**config.mk**
```make
export PLATFORM = sky130hd
export DESIGN_NAME = div_int_unsign_check_flat
export DESIGN_NICKNAME = d
export VERILOG_FILES = /design/src/rtl/div_int_unsign_check_if.sv /design/src/rtl/div_int_unsign_check.sv /design/src/flat_wrapper.sv
export SDC_FILE = /design/constraint.sdc
export NUM_CORES = 1
export LEC_CHECK = 0
export CAP_MARGIN = 20
export CORE_UTILIZATION = 35
export CTS_BUF_LIST = sky130_fd_sc_hd__clkbuf_4 sky130_fd_sc_hd__clkbuf_8 sky130_fd_sc_hd__clkbuf_16
export DETAILED_ROUTE_END_ITERATION = 6
export GPL_TIMING_DRIVEN = 0
export PLACE_DENSITY = 0.55
export SYNTH_ARGS = -nofsm -noshare
export SYNTH_HDL_FRONTEND = slang
export SYNTH_SLANG_ARGS = --single-unit
```
**constraint.sdc**
```tcl
create_clock -name clk -period 3.3 [get_ports clk]
set_input_delay 0.66 -clock clk [delete_from_list [all_inputs] [get_ports clk]]
set_output_delay 0.66 -clock clk [all_outputs]
set_load 0.02 [all_outputs]
```
**src/rtl/div_int_unsign_check_if.sv**
```systemverilog
`default_nettype none
// ----------------------------------------------------------------------------
// div_int_unsign_check_if : job request / result bundle of the dividend rebuilder
// Revision: 1.0
// ----------------------------------------------------------------------------
interface div_int_unsign_check_if #(
    parameter int WIDTH = 8
);
    logic                 start;
    logic [WIDTH-1:0]     qot;
    logic [WIDTH-1:0]     dvs;
    logic [WIDTH-1:0]     rmd;
    logic                 busy;
    logic                 done;
    logic [2*WIDTH-1:0]   dvd;
    logic                 ovf;
    logic                 err;

    modport master (
        output start, qot, dvs, rmd,
        input  busy, done, dvd, ovf, err
    );

    modport slave (
        input  start, qot, dvs, rmd,
        output busy, done, dvd, ovf, err
    );
endinterface
`default_nettype wire

```
**src/rtl/div_int_unsign_check.sv**
```systemverilog
`default_nettype none
// ----------------------------------------------------------------------------
// div_int_unsign_check : rebuilds dvd = qot*dvs + rmd by shift-add, one bit/clk
// Revision: 1.0
// ----------------------------------------------------------------------------
module div_int_unsign_check #(
    parameter int WIDTH = 8
) (
    input  wire logic               clk,
    input  wire logic               reset_n,
    div_int_unsign_check_if.slave   bus
);
    localparam int CNT_W = (WIDTH > 1) ? $clog2(WIDTH) : 1;
    localparam logic [CNT_W-1:0] LAST_CNT = CNT_W'(WIDTH - 1);

    typedef enum logic [1:0] {
        IDLE = 2'd0,
        CALC = 2'd1,
        DONE = 2'd2
    } state_t;

    state_t             state_q, state_d;
    logic [2*WIDTH-1:0] mcd_q, mcd_d;
    logic [WIDTH-1:0]   mpr_q, mpr_d;
    logic [2*WIDTH-1:0] acc_q, acc_d;
    logic [CNT_W-1:0]   cnt_q, cnt_d;
    logic               err_r_q, err_r_d;
    logic               busy_q, busy_d;
    logic               done_q, done_d;
    logic [2*WIDTH-1:0] dvd_q, dvd_d;
    logic               ovf_q, ovf_d;
    logic               err_q, err_d;
    logic [2*WIDTH-1:0] sum;

    // The result is bounded by 2^(2W) - 2^W, so the accumulator never wraps.
    assign sum = acc_q + (mpr_q[0] ? mcd_q : '0);

    always_comb begin
        state_d = state_q;
        mcd_d   = mcd_q;
        mpr_d   = mpr_q;
        acc_d   = acc_q;
        cnt_d   = cnt_q;
        err_r_d = err_r_q;
        done_d  = 1'b0;
        dvd_d   = dvd_q;
        ovf_d   = ovf_q;
        err_d   = err_q;
        case (state_q)
            IDLE: begin
                if (bus.start) begin
                    mcd_d   = {{WIDTH{1'b0}}, bus.dvs};
                    mpr_d   = bus.qot;
                    acc_d   = {{WIDTH{1'b0}}, bus.rmd};
                    cnt_d   = '0;
                    err_r_d = (bus.dvs == '0) || (bus.rmd >= bus.dvs);
                    state_d = CALC;
                end
            end
            CALC: begin
                acc_d = sum;
                mcd_d = mcd_q << 1;
                mpr_d = mpr_q >> 1;
                cnt_d = cnt_q + 1'b1;
                if (cnt_q == LAST_CNT) begin
                    dvd_d   = sum;
                    ovf_d   = |sum[2*WIDTH-1:WIDTH];
                    err_d   = err_r_q;
                    done_d  = 1'b1;
                    state_d = DONE;
                end
            end
            DONE: begin
                state_d = IDLE;
            end
            default: begin
                state_d = IDLE;
            end
        endcase
        busy_d = (state_d != IDLE);
    end

    always_ff @(posedge clk) begin
        if (!reset_n) begin
            state_q <= IDLE;
            mcd_q   <= '0;
            mpr_q   <= '0;
            acc_q   <= '0;
            cnt_q   <= '0;
            err_r_q <= 1'b0;
            busy_q  <= 1'b0;
            done_q  <= 1'b0;
            dvd_q   <= '0;
            ovf_q   <= 1'b0;
            err_q   <= 1'b0;
        end else begin
            state_q <= state_d;
            mcd_q   <= mcd_d;
            mpr_q   <= mpr_d;
            acc_q   <= acc_d;
            cnt_q   <= cnt_d;
            err_r_q <= err_r_d;
            busy_q  <= busy_d;
            done_q  <= done_d;
            dvd_q   <= dvd_d;
            ovf_q   <= ovf_d;
            err_q   <= err_d;
        end
    end

    assign bus.busy = busy_q;
    assign bus.done = done_q;
    assign bus.dvd  = dvd_q;
    assign bus.ovf  = ovf_q;
    assign bus.err  = err_q;
endmodule
`default_nettype wire

```
**src/flat_wrapper.sv**
```systemverilog
// flat-port wrapper written by rule: the top's interface ports become plain ports
module div_int_unsign_check_flat 
#(
    parameter int WIDTH = 8
)
  (clk, reset_n, bus_start, bus_qot, bus_dvs, bus_rmd, bus_busy, bus_done, bus_dvd, bus_ovf, bus_err);
  div_int_unsign_check_if #(.WIDTH(WIDTH)) bus_i ();
  input  wire logic clk;
  input  wire logic reset_n;
  input wire logic [$bits(bus_i.start)-1:0] bus_start;
  input wire logic [$bits(bus_i.qot)-1:0] bus_qot;
  input wire logic [$bits(bus_i.dvs)-1:0] bus_dvs;
  input wire logic [$bits(bus_i.rmd)-1:0] bus_rmd;
  output wire logic [$bits(bus_i.busy)-1:0] bus_busy;
  output wire logic [$bits(bus_i.done)-1:0] bus_done;
  output wire logic [$bits(bus_i.dvd)-1:0] bus_dvd;
  output wire logic [$bits(bus_i.ovf)-1:0] bus_ovf;
  output wire logic [$bits(bus_i.err)-1:0] bus_err;
  assign bus_i.start = bus_start;
  assign bus_i.qot = bus_qot;
  assign bus_i.dvs = bus_dvs;
  assign bus_i.rmd = bus_rmd;
  assign bus_busy = bus_i.busy;
  assign bus_done = bus_i.done;
  assign bus_dvd = bus_i.dvd;
  assign bus_ovf = bus_i.ovf;
  assign bus_err = bus_i.err;
  div_int_unsign_check #(.WIDTH(WIDTH)) u_core (.clk(clk), .reset_n(reset_n), .bus(bus_i));
endmodule
```
==> reports/summary.txt, run 1 <==
Max Clock Freq - 333 MHz
synthesized area per cell - 8.28 um2
Via Count - 3196
pwr dens - 437 nW/um2
ranking of synthesized cells by area - dfxtp_1 (37%), ha_1 (8.8%), nand2_1 (6.6%)
crit share post-route - 91.0%
startpoint types - register
Worst-Skew Late Latency - 0.35 ns
Routed WL - 9.39 mm
Internal Power - 1.45 mW
DR vias/cell - 5.13
Post-CTS Setup Inserts - 0
leading area contributor after synthesis - dfxtp_1
GRT overflow - 0
Synth async-reset ratio - 0%
Longest Clk Path Bufs - 2
initial antenna violation count - 0
non-filler cells, final - 623
Syn Inst Count - 428
Die Ht - 103 um
Post-CTS Hold Fix Bufs - 0
Worst Reg-to-Reg Cells - 10
cell area after layout - 4420 um2
count leader, synth - dfxtp_1
Worst setup startpoint - u_core.mpr_q[0]
detailed-route DRC error count - 0
Placed Instances - 607
GRT Total Usage - 19.0%
post-route ant nets - 0
CTS resizes - 0
Core Box Area - 9770 um2
Fill cells - 1006
Post-Synth XOR/XNOR Area - 3.46%
cell row count - 36
worst path arrival time - 3.23 ns
global placement routability congestion - 0.842
vias in the first global route - 2971
Synth Area in Compound Gates - 24.8%
main combinational cell family by area after synthesis - compound AO/OA/AOI/OAI gates
# setup viols final - 0
drt pass-1 iters - 4
kind of critical path - reg2reg
post-synthesis sequential area ratio - 37.3%
Setup crit end kind - register
width of the die - 103 um
CP Buf/Inv Count - 1
max-slew violation count - 0
number of enable flip-flop cells after synthesis - 0
setup TNS - 0 ns
initial core utilization - 36.3%
Comb pwr share - 12.0%
Synth warnings - 0
Least-Margin Pin Slew - 0.665 ns
Worst R2R Setup Slack - 0.30 ns
Critical R2R Launch - u_core.mpr_q[0]
top cell type's share of synthesized area - 37.3%
Period minus WS final - 3.00 ns
final hold vios - 0
syn nets - 481
largest net degree at the start of global routing - 13
Static Leak - 1.73 nW
CTS tree - built
Crit path largest cell delay - 0.51 ns
CP required - 3.52 ns
commonest cells in the netlist - dfxtp_1 (66), nand2_1 (62), nor2_1 (49)
area of the die - 10500 um2
Port-buffer cells - 46
clk slew on worst S/H paths - 0.07 ns
CP max FO - 10
final hold slack - 0.452 ns
RSZ-0062 raised after global routing - false
CP top delay family - compound AO/OA/AOI/OAI gates
Max transition margin - 55.6%
# clock sinks - 66
Slowest cell on crit path - o311ai_1
fraction of layout cells with a size suffix above 1 - 6.12%
diode count - 0
status - finished clean
Worst Setup EP - u_core.bus.ovf
global-route wire length before repair - 15.1 mm
total CTS buffers - 9
clock skew - 0.0123 ns
post-synthesis simple-gate area fraction - 21.1%
sequential power share - 43.9%
Switching Fraction - 24.9%
Final nets - 538
clock network power share - 44.1%
Switching Power - 0.481 mW
area growth from synthesis to layout - 24.8%
top_reg_cell synth - dfxtp_1
Hold WC Path Type - reg2reg
max-cap viol count - 0
Root Buffer - clkbuf_8
Mapped Area - 3540 um2
FF-to-FF End - u_core.bus.ovf
Critical Path Stages - 10
synthesized flop and latch total - 66
VDD IR-drop max - 202 uV
hpwl dp - 7.14 mm
io pins - 47
Max H-tree Level - 3
Sequential cell area - 1320 um2
multi-input logic area - 2080 um2
Iteration-0 DRC Markers - 115
fraction of synthesized area in multiplexers - 0%
Post-Synth Adder-Cell Area - 9.39%
Critical Path, Cell by Cell - clkbuf_1, and2_1, ha_1, fa_1, a211oi_1, o21ai_1, nand2_1, o311ai_1, nor3b_2, a31oi_1
synth unique cells - 46
Placement Cell Area - 4170 um2
DR WL/cell - 15.1 um
power groups by stage:
stage / logic, mW / clock network (mW) / registers, mW
6_report: 0.231 / 0.851 / 0.848
5_1_grt: 0.258 / 0.899 / 0.851
4_1_cts: 0.232 / 0.866 / 0.848
3_5_place_dp: 0.231 / 0 / 0.866
3_3_place_gp: 0.229 / 0 / 0.866
2_1_floorplan: 0.145 / 0 / 0.859
kinds of logic after synthesis:
| kind of cell | Yosys count |
|---|---|
| fa+ha+maj | 26 |
| buf+inv | 35 |
| xor+xnor | 14 |
| flops | 66 |
| simple gates | 164 |
| compound gates | 123 |
worst min path at each step:
stage	cells after the start	start	to
5_1_grt	2	u_core.bus.dvd[13]	u_core.bus.dvd[13]
2_1_floorplan	2	u_core.err_r_q	u_core.bus.err
3_3_place_gp	2	u_core.bus.dvd[6]	u_core.bus.dvd[6]
6_report	2	u_core.bus.dvd[4]	u_core.bus.dvd[4]
4_1_cts	2	u_core.bus.dvd[4]	u_core.bus.dvd[4]
3_5_place_dp	2	u_core.bus.dvd[4]	u_core.bus.dvd[4]
layer usage:
metal,up-vias,routed length [um],global-route usage (%)
li1,1636,-,-
met1,1473,4770,26.7
met2,77,4110,29.5
met3,10,382,2.85
met4,0,125,6.81
met5,-,0,0
registers in the layout, summed over array words and instances, names as in the netlist:
| signal | count |
|---|---|
| u_core.bus.ovf | 1 |
| u_core.mpr_q | 8 |
| u_core.bus.done | 1 |
| u_core.state_q | 2 |
| u_core.cnt_q | 3 |
| u_core.bus.dvd | 16 |
| u_core.mcd_q | 16 |
| u_core.bus.err | 1 |
| u_core.bus.busy | 1 |
| u_core.err_r_q | 1 |
| u_core.acc_q | 16 |
worst reg2reg max path: stages (launching register included):
cell	delay [ns]
dfxtp_1	0.48
clkbuf_1	0.34
and2_1	0.20
ha_1	0.22
fa_1	0.26
a211oi_1	0.11
o21ai_1	0.24
nand2_1	0.18
o311ai_1	0.51
nor3b_2	0.26
a31oi_1	0.10
metrics by stage:
stage               worst slack (ns)  util (%)  power (mW)
floorplan                      0.793         -        1.00
global placement               0.328      42.7        1.09
detailed placement             0.310      42.7        1.10
CTS                            0.256      45.2        1.95
global route                  0.0588      45.2        2.01
finish                         0.297      45.2        1.93
placed cells by master, fill, tap and decap left out, types with 2 or more instances in the layout:
master	Yosys	layout
o21bai_1	2	2
dfxtp_1	66	66
and3_1	3	3
bufinv_16	0	3
a311oi_1	10	10
a22oi_1	17	17
nor4_1	2	2
o21ai_0	9	9
o221a_2	4	4
clkdlybuf4s50_1	0	46
clkbuf_1	19	19
nand3_1	3	3
nor2b_1	15	15
xor2_1	3	3
buf_1	2	2
o211a_1	5	5
a21oi_1	35	35
a211oi_1	10	10
clkbuf_8	1	11
o211ai_1	5	5
clkinvlp_4	0	2
ha_1	25	25
a2111oi_0	2	2
and2_1	17	17
nor2_1	49	49
xnor2_1	11	11
nand2_1	62	62
a2bb2oi_1	2	2
nand2b_1	4	4
nor3_1	5	5
a21o_1	5	5
o21ai_1	5	5
a31o_1	3	3
inv_1	11	11
a2111oi_2	2	2
cell type report:
| class | instances | share of cell area [%] |
|---|---|---|
| sequential | 66 | 29.9 |
| clock buffer | 10 | 3.11 |
| tap | 133 | 3.76 |
| inverter | 12 | 1.02 |
| buffer | 23 | 2.21 |
| timing repair buffer | 46 | 10.4 |
| multi-input combinational | 327 | 47.0 |
| clock inverter | 6 | 2.57 |
(Power assumes the default switching activity.)
==> run 2, diff against run 1 <==
- CORE_MARGIN: unset -> 8
==> run 2 against run 1 <==
Critical path depth up 1. Clock skew up 0.0019 ns. First-iteration DRC count up 44%. Clock-buffer cell count up 1. Worst setup slack worse by 0.018 ns. Sequential cell count unchanged. Utilization down 0.42 points. Combinational power about the same. Clock power down 9.0%. Worst hold slack better by 0.0027 ns. Sequential power about the same. Largest power group is now sequential cells.
==> reports/summary.txt, run 2 (same netlist as run 1, synthesis figures left out) <==
Max transition margin - 56.6% (+0.99 points)
Die Ht - 117 um (+14%)
max-cap viol count - 0 (unchanged)
area growth from synthesis to layout - 24.2%
clk slew on worst S/H paths - 0.08 ns (about the same)
GRT Total Usage - 15.2% (-3.8 points)
Static Leak - 1.72 nW (-0.34%)
# clock sinks - 66 (unchanged)
Period minus WS final - 3.02 ns (+0.0183 ns)
Max Clock Freq - 331 MHz (-0.61%)
Longest Clk Path Bufs - 2 (unchanged)
Root Buffer - clkbuf_8
# setup viols final - 0 (unchanged)
Worst R2R Setup Slack - 0.28 ns (-0.02 ns)
cell area after layout - 4400 um2 (-0.48%)
vias in the first global route - 3078 (+3.6%)
DR vias/cell - 5.08 (-1.0%)
CP max FO - 10 (unchanged)
io pins - 47 (unchanged)
startpoint types - register
fraction of layout cells with a size suffix above 1 - 6.33% (+0.20 points)
clock skew - 0.0142 ns (+0.00186 ns)
largest net degree at the start of global routing - 12 (-1)
cell row count - 36 (unchanged)
Via Count - 3163 (-1.0%)
GRT overflow - 0 (unchanged)
max-slew violation count - 0 (unchanged)
Worst Reg-to-Reg Cells - 11 (+1)
Routed WL - 9.78 mm (+4.2%)
pre-CTS WS - 0.323 ns (+0.0138 ns)
FF-to-FF End - u_core.bus.ovf
Iteration-0 DRC Markers - 166 (+44%)
DR WL/cell - 15.7 um (+4.2%)
hpwl dp - 7.60 mm (+6.5%)
VDD IR-drop max - 201 uV (-0.35%)
Least-Margin Pin Slew - 0.651 ns (-0.0148 ns)
diode count - 0 (unchanged)
Worst-Skew Late Latency - 0.35 ns (about the same)
Hold WC Path Type - reg2reg
CP required - 3.54 ns (+0.02 ns)
worst path arrival time - 3.26 ns (+0.03 ns)
Cells on Worst Hold Path - 2 (unchanged)
hold path startpoint - u_core.bus.dvd[4]
kind of critical path - reg2reg
initial core utilization - 36.1% (-0.17 points)
WHS Endpoint - u_core.bus.dvd[4]
Final WS setup - 0.278 ns (-0.0183 ns)
status - finished clean
total CTS buffers - 9 (unchanged)
crit share post-route - 91.6% (+0.55 points)
detailed-route DRC error count - 0 (unchanged)
pwr dens - 422 nW/um2 (-3.4%)
final hold vios - 0 (unchanged)
commonest non-fill, non-tap cell in the layout - dfxtp_1
CTS tree - built
Max H-tree Level - 3 (unchanged)
Placed Instances - 607 (unchanged)
post-route ant nets - 0 (unchanged)
Placement Cell Area - 4170 um2 (unchanged)
Port-buffer cells - 46 (unchanged)
Critical R2R Launch - u_core.mpr_q[0]
Final nets - 538 (unchanged)
area of the die - 13600 um2 (+29%)
commonest non-fill, non-tap cells in the layout - dfxtp_1 (66), nand2_1 (62), nor2_1 (49), clkdlybuf4s50_1 (46), a21oi_1 (35)
width of the die - 117 um (+14%)
non-filler cells, final - 623 (unchanged)
RSZ-0062 raised after global routing - false
Setup crit end kind - register
drt pass-1 iters - 5 (+1)
Post-CTS Hold Fix Bufs - 0 (unchanged)
setup TNS - 0 ns (unchanged)
global placement routability congestion - 0.888 (+5.5%)
initial antenna violation count - 0 (unchanged)
Core Box Area - 9820 um2 (+0.46%)
global-route wire length before repair - 16.0 mm (+6.0%)
-- run 2: how the worst max path moves through the flow --
stage                     from                  to
2_1_floorplan  u_core.mpr_q[0]      u_core.bus.ovf
4_1_cts        u_core.mpr_q[0]  u_core.bus.dvd[10]
5_1_grt        u_core.mpr_q[0]      u_core.bus.ovf
6_report       u_core.mpr_q[0]      u_core.bus.ovf
3_3_place_gp   u_core.mpr_q[0]      u_core.bus.ovf
3_5_place_dp   u_core.mpr_q[0]      u_core.bus.ovf
-- run 2: what timing repair did --
action                                  4_1_cts  5_1_grt
buffers inserted                              0        0
endpoints found under the setup margin        0        1
gates resized for setup                       0        1
-- run 2: metal layers --
| layer | global-route usage [%] | vias to the layer above | share of wire, % |
|---|---|---|---|
| li1 | - | 1636 | - |
| met2 | 23.5 | 83 | 43 |
| met4 | 3.92 | 0 | 0.87 |
| met3 | 4.03 | 6 | 7.9 |
| met5 | 0 | - | 0 |
| met1 | 20.3 | 1438 | 48 |
-- run 2: final cells by class --
class                           count  area [um2]
Clock buffer                       11         145
Tap cell                          133         166
Clock inverter                      5        77.6
Buffer                             23        97.6
Inverter                           12        45.0
Fill cell                        1023        5420
Sequential cell                    66        1320
Timing Repair Buffer               46         460
Multi-Input combinational cell    327        2090
-- run 2: where the power goes --
group / switching, mW / internal [mW] / total, mW
Clock: 0.322 / 0.452 / 0.774
Sequential: 0.0229 / 0.826 / 0.849
Combinational: 0.132 / 0.101 / 0.233
-- run 2: stage by stage --
stage / hold WS, ns / total power, mW / utilization, %
3_3_place_gp: 0.446 / 1.09 / 42.5
6_report: 0.455 / 1.86 / 44.8
5_1_grt: 0.480 / 1.93 / 44.8
2_1_floorplan: 0.429 / 1.00 / -
3_5_place_dp: 0.449 / 1.10 / 42.5
4_1_cts: 0.460 / 1.88 / 44.7
-- run 2: worst max-delay path: stages (launching register included) --
cell	delay (ns)
dfxtp_1	0.40
clkbuf_1	0.24
and2_1	0.20
ha_1	0.23
fa_1	0.44
a211oi_1	0.42
o21ai_1	0.17
nand2_1	0.19
xor2_1	0.30
nand2_1	0.09
nor3_1	0.14
a31oi_1	0.09
==> run 3, diff against run 2 <==
- CTS_CLUSTER_DIAMETER: unset -> 100
- SKIP_CTS_REPAIR_TIMING: unset -> 1
==> results of run 3 <==
Final layout, timing and power as in run 2 (identical DEF).
